==> config.mk <==
export PLATFORM = sky130hd
export DESIGN_NAME = tdp_port_master
export DESIGN_NICKNAME = d
export VERILOG_FILES = /design/src/rtl/npu_mem_pkg.sv /design/src/rtl/tdp_rsp_fifo.sv /design/src/rtl/tdp_port_master.sv
export SDC_FILE = /design/constraint.sdc
export NUM_CORES = 1
export LEC_CHECK = 0
export ABC_CLOCK_PERIOD_IN_PS = 2900
export CAP_MARGIN = 40
export CORE_MARGIN = 2
export CORE_UTILIZATION = 45
export CTS_CLUSTER_SIZE = 24
export DETAILED_ROUTE_END_ITERATION = 8
export PLACE_DENSITY_LB_ADDON = 0.15
export RECOVER_POWER = 100
export SYNTH_ARGS = -nofsm -noshare
export SYNTH_HDL_FRONTEND = slang
export SYNTH_HIERARCHICAL = 1
export SYNTH_SLANG_ARGS = --single-unit
export TNS_END_PERCENT = 1
==> constraint.sdc <==
create_clock -name clk -period 2.9 [get_ports clk]
set_input_delay 0.29 -clock clk [delete_from_list [all_inputs] [get_ports clk]]
set_output_delay 0.29 -clock clk [all_outputs]
set_load 0.005 [all_outputs]
==> src/rtl/npu_mem_pkg.sv <==
// Shared constants and types for the NPU feature-map TDP RAM ports.
// Define TDP_OUT_REG_EN when the RAM macro's output register is enabled.
package npu_mem_pkg;

    localparam int TDP_ADDR_W = 15;
    localparam int TDP_DATA_W = 16;

    typedef enum logic {
        GNT_WRITE,
        GNT_READ
    } grant_e;

    // Cycles from address presentation to usable ram_dout.
`ifdef TDP_OUT_REG_EN
    localparam int TDP_RD_LAT = 2;
`else
    localparam int TDP_RD_LAT = 1;
`endif

endpackage

==> src/rtl/tdp_rsp_fifo.sv <==
// Read-response FIFO: DATA_W x DEPTH, simultaneous push and pop honoured.
module tdp_rsp_fifo #(
    parameter int DATA_W = 16,
    parameter int DEPTH  = 4
) (
    input  logic                       clk,
    input  logic                       rst_n,
    input  logic                       push_i,
    input  logic [DATA_W-1:0]          data_i,
    input  logic                       pop_i,
    output logic [DATA_W-1:0]          data_o,
    output logic [$clog2(DEPTH):0]     count_o,
    output logic                       full_o,
    output logic                       empty_o
);

    localparam int PTR_W = $clog2(DEPTH);
    localparam int CNT_W = PTR_W + 1;

    logic [DATA_W-1:0] mem_q [DEPTH];
    logic [PTR_W-1:0]  wr_ptr_q, rd_ptr_q;
    logic [CNT_W-1:0]  count_q;
    logic              do_pop;

    assign full_o  = (count_q == CNT_W'(DEPTH));
    assign empty_o = (count_q == '0);
    assign count_o = count_q;
    assign do_pop  = pop_i && !empty_o;
    // Zero while empty so the response bus idles at a known value.
    assign data_o  = empty_o ? '0 : mem_q[rd_ptr_q];

    always_ff @(posedge clk) begin
        if (push_i) begin
            mem_q[wr_ptr_q] <= data_i;
        end
    end

    always_ff @(posedge clk or negedge rst_n) begin
        if (!rst_n) begin
            wr_ptr_q <= '0;
            rd_ptr_q <= '0;
            count_q  <= '0;
        end else begin
            if (push_i) begin
                wr_ptr_q <= wr_ptr_q + PTR_W'(1);
            end
            if (do_pop) begin
                rd_ptr_q <= rd_ptr_q + PTR_W'(1);
            end
            count_q <= count_q + CNT_W'(push_i) - CNT_W'(do_pop);
        end
    end

endmodule

==> src/rtl/tdp_port_master.sv <==
// Initiator for one TDP RAM port: arbitrates write/read requests onto the port
// and returns read data through a credit-protected FIFO (see TDP_OUT_REG_EN).
module tdp_port_master
    import npu_mem_pkg::*;
#(
    parameter int ADDR_W    = TDP_ADDR_W,
    parameter int DATA_W    = TDP_DATA_W,
    parameter int RSP_DEPTH = 4
) (
    input  logic              clk,
    input  logic              rst_n,
    input  logic              wr_valid,
    output logic              wr_ready,
    input  logic [ADDR_W-1:0] wr_addr,
    input  logic [DATA_W-1:0] wr_data,
    input  logic              rd_valid,
    output logic              rd_ready,
    input  logic [ADDR_W-1:0] rd_addr,
    output logic              rsp_valid,
    input  logic              rsp_ready,
    output logic [DATA_W-1:0] rsp_data,
    output logic              ram_we,
    output logic [ADDR_W-1:0] ram_addr,
    output logic [DATA_W-1:0] ram_din,
    input  logic [DATA_W-1:0] ram_dout,
    output logic              busy
);

    localparam int PIPE_N = TDP_RD_LAT + 1;
    localparam int CNT_W  = $clog2(RSP_DEPTH) + 1;
    localparam int CRD_W  = CNT_W + 2;

    logic              ram_we_q, ram_we_d;
    logic [ADDR_W-1:0] ram_addr_q, ram_addr_d;
    logic [DATA_W-1:0] ram_din_q, ram_din_d;
    logic [PIPE_N-1:0] pipe_q, pipe_d;
    grant_e            last_q, last_d;

    logic              rsp_push, rsp_pop, rd_cap;
    logic              fifo_full, fifo_empty;
    logic [CNT_W-1:0]  fifo_count;
    logic [CRD_W-1:0]  inflight, credit_used;

    assign rsp_pop  = rsp_valid && rsp_ready;
    assign rsp_push = pipe_q[PIPE_N-1];

    // A read is only taken if its data is guaranteed a FIFO slot on arrival.
    always_comb begin
        inflight = '0;
        for (int i = 0; i < PIPE_N; i++) begin
            inflight = inflight + CRD_W'(pipe_q[i]);
        end
        credit_used = inflight + CRD_W'(fifo_count) - CRD_W'(rsp_pop);
        rd_cap      = (credit_used < CRD_W'(RSP_DEPTH));
    end

    always_comb begin
        wr_ready   = 1'b0;
        rd_ready   = 1'b0;
        last_d     = last_q;
        ram_we_d   = 1'b0;
        ram_addr_d = ram_addr_q;
        ram_din_d  = ram_din_q;
        pipe_d     = {pipe_q[PIPE_N-2:0], 1'b0};
        if (rst_n) begin
            if (wr_valid && rd_valid && rd_cap) begin
                if (last_q == GNT_READ) begin
                    wr_ready = 1'b1;
                    last_d   = GNT_WRITE;
                end else begin
                    rd_ready = 1'b1;
                    last_d   = GNT_READ;
                end
            end else if (wr_valid) begin
                // Out of read credits: the write proceeds without taking the turn.
                wr_ready = 1'b1;
                if (!rd_valid) begin
                    last_d = GNT_WRITE;
                end
            end else if (rd_valid && rd_cap) begin
                rd_ready = 1'b1;
                last_d   = GNT_READ;
            end
        end
        if (wr_ready) begin
            ram_we_d   = 1'b1;
            ram_addr_d = wr_addr;
            ram_din_d  = wr_data;
        end else if (rd_ready) begin
            ram_addr_d = rd_addr;
            pipe_d[0]  = 1'b1;
        end
    end

    always_ff @(posedge clk or negedge rst_n) begin
        if (!rst_n) begin
            ram_we_q   <= 1'b0;
            ram_addr_q <= '0;
            ram_din_q  <= '0;
            pipe_q     <= '0;
            last_q     <= GNT_READ;
        end else begin
            ram_we_q   <= ram_we_d;
            ram_addr_q <= ram_addr_d;
            ram_din_q  <= ram_din_d;
            pipe_q     <= pipe_d;
            last_q     <= last_d;
        end
    end

    tdp_rsp_fifo #(
        .DATA_W (DATA_W),
        .DEPTH  (RSP_DEPTH)
    ) u_rsp_fifo (
        .clk     (clk),
        .rst_n   (rst_n),
        .push_i  (rsp_push),
        .data_i  (ram_dout),
        .pop_i   (rsp_pop),
        .data_o  (rsp_data),
        .count_o (fifo_count),
        .full_o  (fifo_full),
        .empty_o (fifo_empty)
    );

    assert property (@(posedge clk) disable iff (!rst_n)
        !(rsp_push && fifo_full && !rsp_pop));

    assign ram_we    = ram_we_q;
    assign ram_addr  = ram_addr_q;
    assign ram_din   = ram_din_q;
    assign rsp_valid = !fifo_empty;
    assign busy      = (inflight != '0) || !fifo_empty;

endmodule

# ---- Word level (Yosys, flattened, before mapping)
# Memories as Yosys holds them, arrays and structs flattened.
# Cells that the tools add are included.
dict set report word_totals {
  mem_bits_rw 64
  inputBits 67
  out_inout_bits 52
  reg_bits 42
  memories 1
}
# name depth word_bits rd rd_ports_with_merged_regs write_ports line_no
set memory_table {}
lappend memory_table {u_rsp_fifo.mem_q 4 16 1 0 1 tdp_rsp_fifo.sv:20} ;# logic [DATA_W-1:0] mem_q [DEPTH];
dict set report op_classes {
  n_eq_ne 1
  muxes 21
  magnitude_cmp 1
  n_reduce_logical 12
  add_sub_neg 7
}
# cell count
set op_table {}
lappend op_table {{15-bit two-way mux} 2}
lappend op_table {{1-bit two-way mux} 18}
lappend op_table {{16-bit two-way mux} 1}
lappend op_table {{1-bit logical AND} 5}
lappend op_table {{5-bit by 3-bit less-than comparator with 1-bit output, second input constant} 1}
lappend op_table {{5-bit nonzero test} 1}
lappend op_table {{4-bit by 1-bit subtractor with 5-bit output} 1}
lappend op_table {{2-bit by 1-bit adder with 2-bit output, second input constant} 2}
lappend op_table {{2-bit by 3-bit adder with 4-bit output} 1}
lappend op_table {{3-bit by 1-bit adder with 3-bit output} 1}
lappend op_table {{3-bit logical NOT} 1}
lappend op_table {{3-bit by 2-bit != test with 1-bit output, second input constant} 1}
lappend op_table {{3-bit AND reduction} 1}
lappend op_table {{3-bit nonzero test} 1}
lappend op_table {{3-bit by 1-bit subtractor with 3-bit output} 1}
lappend op_table {{1-bit by 1-bit adder with 2-bit output} 1}
lappend op_table {{2-bit nonzero test} 1}
lappend op_table {{1-bit logical NOT} 1}
lappend op_table {{1-bit logical OR} 1}

# ---- Depth between registers and ports, before layout
dict set report depth {
  word_depth 12
  ltp_mapped 14
}

# ---- By module
# Netlist, hierarchy kept.
# module cells_per_inst seq_area_each_um2 area_per_inst_um2 instances
set modules_own_cells {}
lappend modules_own_cells {tdp_rsp_fifo 138 2097.0 2865.2 1}
lappend modules_own_cells {tdp_port_master 180 877.1 1953.1 1}

# ---- Worst setup path before layout
# No wires, ideal clock.
dict set report synth_path {
  path_type {reg-to-reg}
  startpoint {register u_rsp_fifo.count_q[1], in the netlist u_rsp_fifo/count_o[1]}
  endpoint {register ram_din_q[10], in the netlist ram_din[10]}
  path_buffers 3
  path_stages_with_launch 14
  synth_period_minus_slack_ps 3221
  setup_slack_ps -321
  arrival_time_ps 3096
  setup_ps 125
  cell_sequence {dfrtp_1 or3_1 clkbuf_1 inv_1 nor2b_1 ha_1 inv_1 ha_1 and3b_1 clkbuf_1 o311a_1 a21oi_4 buf_2 mux2_2}
}
dict set report synth_between {
  elab_chain_cells 8
  word_cells_on_any_way 9
}
# element line_no
set synth_rtl {}
lappend synth_rtl {{from (decl)} tdp_rsp_fifo.sv:22} ;# logic [CNT_W-1:0] count_q;
lappend synth_rtl {{from (signal assigned)} tdp_rsp_fifo.sv:50} ;# count_q <= count_q + CNT_W'(push_i) - CNT_W'(do_pop);
lappend synth_rtl {{3-bit logical NOT} tdp_rsp_fifo.sv:26} ;# assign empty_o = (count_q == '0);
lappend synth_rtl {{named net fifo_empty} tdp_port_master.sv:40} ;# logic fifo_full, fifo_empty;
lappend synth_rtl {{1-bit logical NOT} tdp_port_master.sv:132} ;# assign rsp_valid = !fifo_empty;
lappend synth_rtl {{1-bit logical AND} tdp_port_master.sv:44} ;# assign rsp_pop = rsp_valid && rsp_ready;
lappend synth_rtl {{named net rsp_pop} tdp_port_master.sv:39} ;# logic rsp_push, rsp_pop, rd_cap;
lappend synth_rtl {{4-bit by 1-bit subtractor with 5-bit output} tdp_port_master.sv:53} ;# credit_used = inflight + CRD_W'(fifo_count) - CRD_W'(rsp_pop);
lappend synth_rtl {{5-bit by 3-bit less-than comparator with 1-bit output} tdp_port_master.sv:54} ;# rd_cap = (credit_used < CRD_W'(RSP_DEPTH));
lappend synth_rtl {{1-bit logical AND} tdp_port_master.sv:66} ;# if (wr_valid && rd_valid && rd_cap) begin
lappend synth_rtl {{1-bit two-way mux} tdp_port_master.sv:66}
lappend synth_rtl {{1-bit two-way mux} tdp_port_master.sv:65} ;# if (rst_n) begin
lappend synth_rtl {{to (signal assigned)} tdp_port_master.sv:105} ;# ram_din_q <= ram_din_d;
lappend synth_rtl {{to (decl)} tdp_port_master.sv:35} ;# logic [DATA_W-1:0] ram_din_q, ram_din_d;
# The timed path passes the listed nets, and every way through them passes these cells.
# A chain may end at the register's enable or synchronous reset.

# ---- Worst setup path after layout
dict set report layout_path {
  startpoint {register u_rsp_fifo.count_q[2], in the netlist u_rsp_fifo/count_o[2]}
  endpoint {output port rd_ready}
}
dict set report layout_between {
  elab_chain_cells 10
  word_cells_on_any_way 12
}
# element line_no
set layout_rtl {}
lappend layout_rtl {{3-bit logical NOT (*)} tdp_rsp_fifo.sv:26}
lappend layout_rtl {{named net fifo_empty} tdp_port_master.sv:40}
lappend layout_rtl {{1-bit logical NOT (*)} tdp_port_master.sv:132}
lappend layout_rtl {{1-bit logical AND (*)} tdp_port_master.sv:44}
lappend layout_rtl {{named net rsp_pop} tdp_port_master.sv:39}
lappend layout_rtl {{4-bit by 1-bit subtractor with 5-bit output (*)} tdp_port_master.sv:53}
lappend layout_rtl {{5-bit by 3-bit less-than comparator with 1-bit output (*)} tdp_port_master.sv:54}
lappend layout_rtl {{1-bit logical AND} tdp_port_master.sv:80} ;# end else if (rd_valid && rd_cap) begin
lappend layout_rtl {{1-bit two-way mux} tdp_port_master.sv:80}
lappend layout_rtl {{1-bit two-way mux} tdp_port_master.sv:74} ;# end else if (wr_valid) begin
lappend layout_rtl {{1-bit two-way mux (*)} tdp_port_master.sv:66}
lappend layout_rtl {{1-bit two-way mux (*)} tdp_port_master.sv:65}
lappend layout_rtl {{to (decl)} tdp_port_master.sv:17} ;# output logic rd_ready,
# The timed path passes the listed nets; every way through them passes the cells marked *.

==> flow_summary.json <==
{
  "clkLatencyLatePin_ns": 0.37,
  "syn_inst": 317,
  "synth_area_per_cell_sq_um": 15.2,
  "syn-num-nets": 398,
  "ir_worst_vdd_mv": 0.435,
  "grt_max_degree": 48,
  "core_sq_um": 10400,
  "setup_slack_ns": -0.0111,
  "fp.dieH_um": 107,
  "violations": "negative setup slack",
  "fin_cells": 614,
  "fin_crit_ns": 2.91,
  "dieArea_sq_um": 11500,
  "grt_overflow": 0,
  "cts_sinks": 106,
  "finalCritPeriodShare": 1.00,
  "drv_cap": 0,
  "crit_path_max_incr_delay_ns": 0.44,
  "powerDensity_nw_per_um2": 886,
  "arrival_ns": 2.62,
  "initial_core_util": 0.464,
  "grt_pass1_wl_um": 16000,
  "leakage_nw": 2.56,
  "r2r_start": "u_rsp_fifo/count_o[2]",
  "status": "finished with violations",
  "antenna_found_initial": 0,
  "combPwrFrac": 0.483,
  "dpl-instance-area_sq_um": 6520,
  "num_antenna_cells": 0,
  "total_power_mw": 5.97,
  "grt_usage": 0.179,
  "drv_slew": 0,
  "swShare": 0.318,
  "p_int_mw": 4.07,
  "std_cell_rows": 37,
  "fillers": 783,
  "ff2ff_path_depth": 12,
  "wl_per_cell_um": 16.3,
  "criticalPathCategory": "reg2out",
  "numCtsBuffers": 9,
  "drt-initial-drc-count": 67,
  "firstDrtPassIters": 4,
  "whs_path_depth": 3,
  "worstSetupStartpointType": "flop",
  "slew_headroom": 0.277,
  "cp-end-kind": "output pin",
  "rsz0062_at_grt": "true",
  "holdPathEnd": "ram_addr[3]",
  "worstMarginPinSlew_ns": 1.08,
  "cts_root_buf": "clkbuf_8",
  "seq_power_share": 0.368,
  "drive_gt1_frac": 0.232,
  "regToRegSetupSlack_ns": 0.09,
  "r2r_end": "ram_addr[5]",
  "grt_pass1_vias": 3267,
  "clkPwrFrac": 0.149,
  "hold_class": "in2reg",
  "crit_slowest_cell": "or4_4",
  "clk_path_buf_depth": 2,
  "drc": 0,
  "dp.cells": 594,
  "netlist_area_sq_um": 4810,
  "critPathMaxFanout": 3,
  "clock.fmax_mhz": 344,
  "via_count": 3161,
  "finalNetCount": 554,
  "stdcell_area_sq_um": 6740,
  "antenna_left": 0,
  "via_per_inst": 5.15,
  "hold_slack_ns": 0.471,
  "cp_cell_sequence": "or3_4, inv_4, nor2b_2, ha_2, inv_1, ha_1, and3b_2, or4_4, a21oi_2, buf_2",
  "wirelength_um": 9990,
  "ys_warn_count": 6,
  "gp_congestion": 0.764,
  "hpwl_um": 6950,
  "hold_violations": 0,
  "die-width_um": 107,
  "area_delta_synth_final_pct": 40.2,
  "p_switching_mw": 1.90,
  "portBuffers": 118,
  "setup_viol": 1,
  "holdCritStartpoint": "wr_addr[3]",
  "dp_slack_ns": -0.155,
  "cts_tree": "yes",
  "htree_levels": 3,
  "cp.required_ns": 2.61,
  "io_pins": 119,
  "worst_clock_skew_ns": 0.0106,
  "clkSlewWorstSetupHoldPaths_ns": 0.10
}
==> power by group through the flow <==
| stage | combinational (mW) | sequential, mW | clock (mW) |
|---|---|---|---|
| floorplan | 1.63 | 2.21 | 0 |
| global placement | 2.92 | 2.23 | 0 |
| detailed placement | 2.96 | 2.24 | 0 |
| CTS | 3.04 | 2.21 | 0.930 |
| global route | 3.16 | 2.25 | 0.972 |
| finish | 2.89 | 2.20 | 0.889 |
==> sequential cells by signal (all words and copies together), names as in the netlist <==
name,flops
last_q,1
pipe_q,2
ram_addr,15
ram_din,16
ram_we,1
u_rsp_fifo/count_o,3
u_rsp_fifo/mem_q,64
u_rsp_fifo/rd_ptr_q,2
u_rsp_fifo/wr_ptr_q,2
==> area by class of cell <==
type                            count  area, sq um  area share
Clock buffer                       10          128      0.0189
Clock inverter                      6         65.1     0.00965
Inverter                           34          130      0.0193
Multi-Input combinational cell    159         1780       0.265
Sequential cell                   106         2970       0.441
Tap cell                          136          170      0.0252
Timing Repair Buffer              163         1490       0.221
==> worst max-delay path: cells and delay by family, from the launching register on <==
family | cells | cell delay, ns
AOI/OAI and AO/OA | 1 | 0.12
buffers and inverters | 3 | 0.24
DFF | 1 | 0.39
and+or+nand+nor | 4 | 1.11
adders and majority gates | 2 | 0.38
==> worst max path at each step <==
stage,slack [ns],endpoint,start,cells past startpoint
floorplan,-0.16,ram_addr[10],u_rsp_fifo/count_o[1],14
global placement,-0.16,rd_ready,rsp_ready,9
detailed placement,-0.16,ram_addr[0],rsp_ready,11
CTS,-0.03,rd_ready,u_rsp_fifo/count_o[2],10
global route,-0.14,rd_ready,pipe_q[1],11
finish,-0.01,rd_ready,u_rsp_fifo/count_o[2],10
==> metrics by stage <==
stage / util / TNS [ns]
final: 0.650 / -0.0111
after global routing: 0.650 / -1.51
after CTS: 0.653 / -0.0255
after detailed placement: 0.628 / -0.519
after global placement: 0.626 / -0.225
after floorplan: - / -3.49
==> cells in the final DEF (no fill, tap or decap), types with 7 or more instances in the layout <==
cell	instances
and2_1	18
clkbuf_8	9
mux2_2	16
clkbuf_1	7
nor2_1	15
buf_4	30
ha_1	10
a2111oi_4	9
inv_1	32
edfxtp_1	64
dfrtp_1	41
clkdlybuf4s50_1	59
mux4_2	8
a211oi_1	15
dlygate4sd3_1	57
nor4_1	15
mux4_1	8
==> layer usage <==
metal	global-route usage	share of wire	vias up
li1	-	-	1506
met2	0.307	0.50	85
met4	0.0467	0.010	0
met1	0.223	0.42	1563
met5	0	0	-
met3	0.0539	0.063	7
==> what timing repair did <==
item / 4_1_cts / 5_1_grt
buffers inserted: 3 / 0
endpoints found under the setup margin: 3 / 16
endpoints found under the hold margin: 9 / 0
hold buffers: 1 / 0
resized for setup: 16 / 11
pin swaps: 5 / 1
No activity file was read; power rests on OpenSTA's default activity.
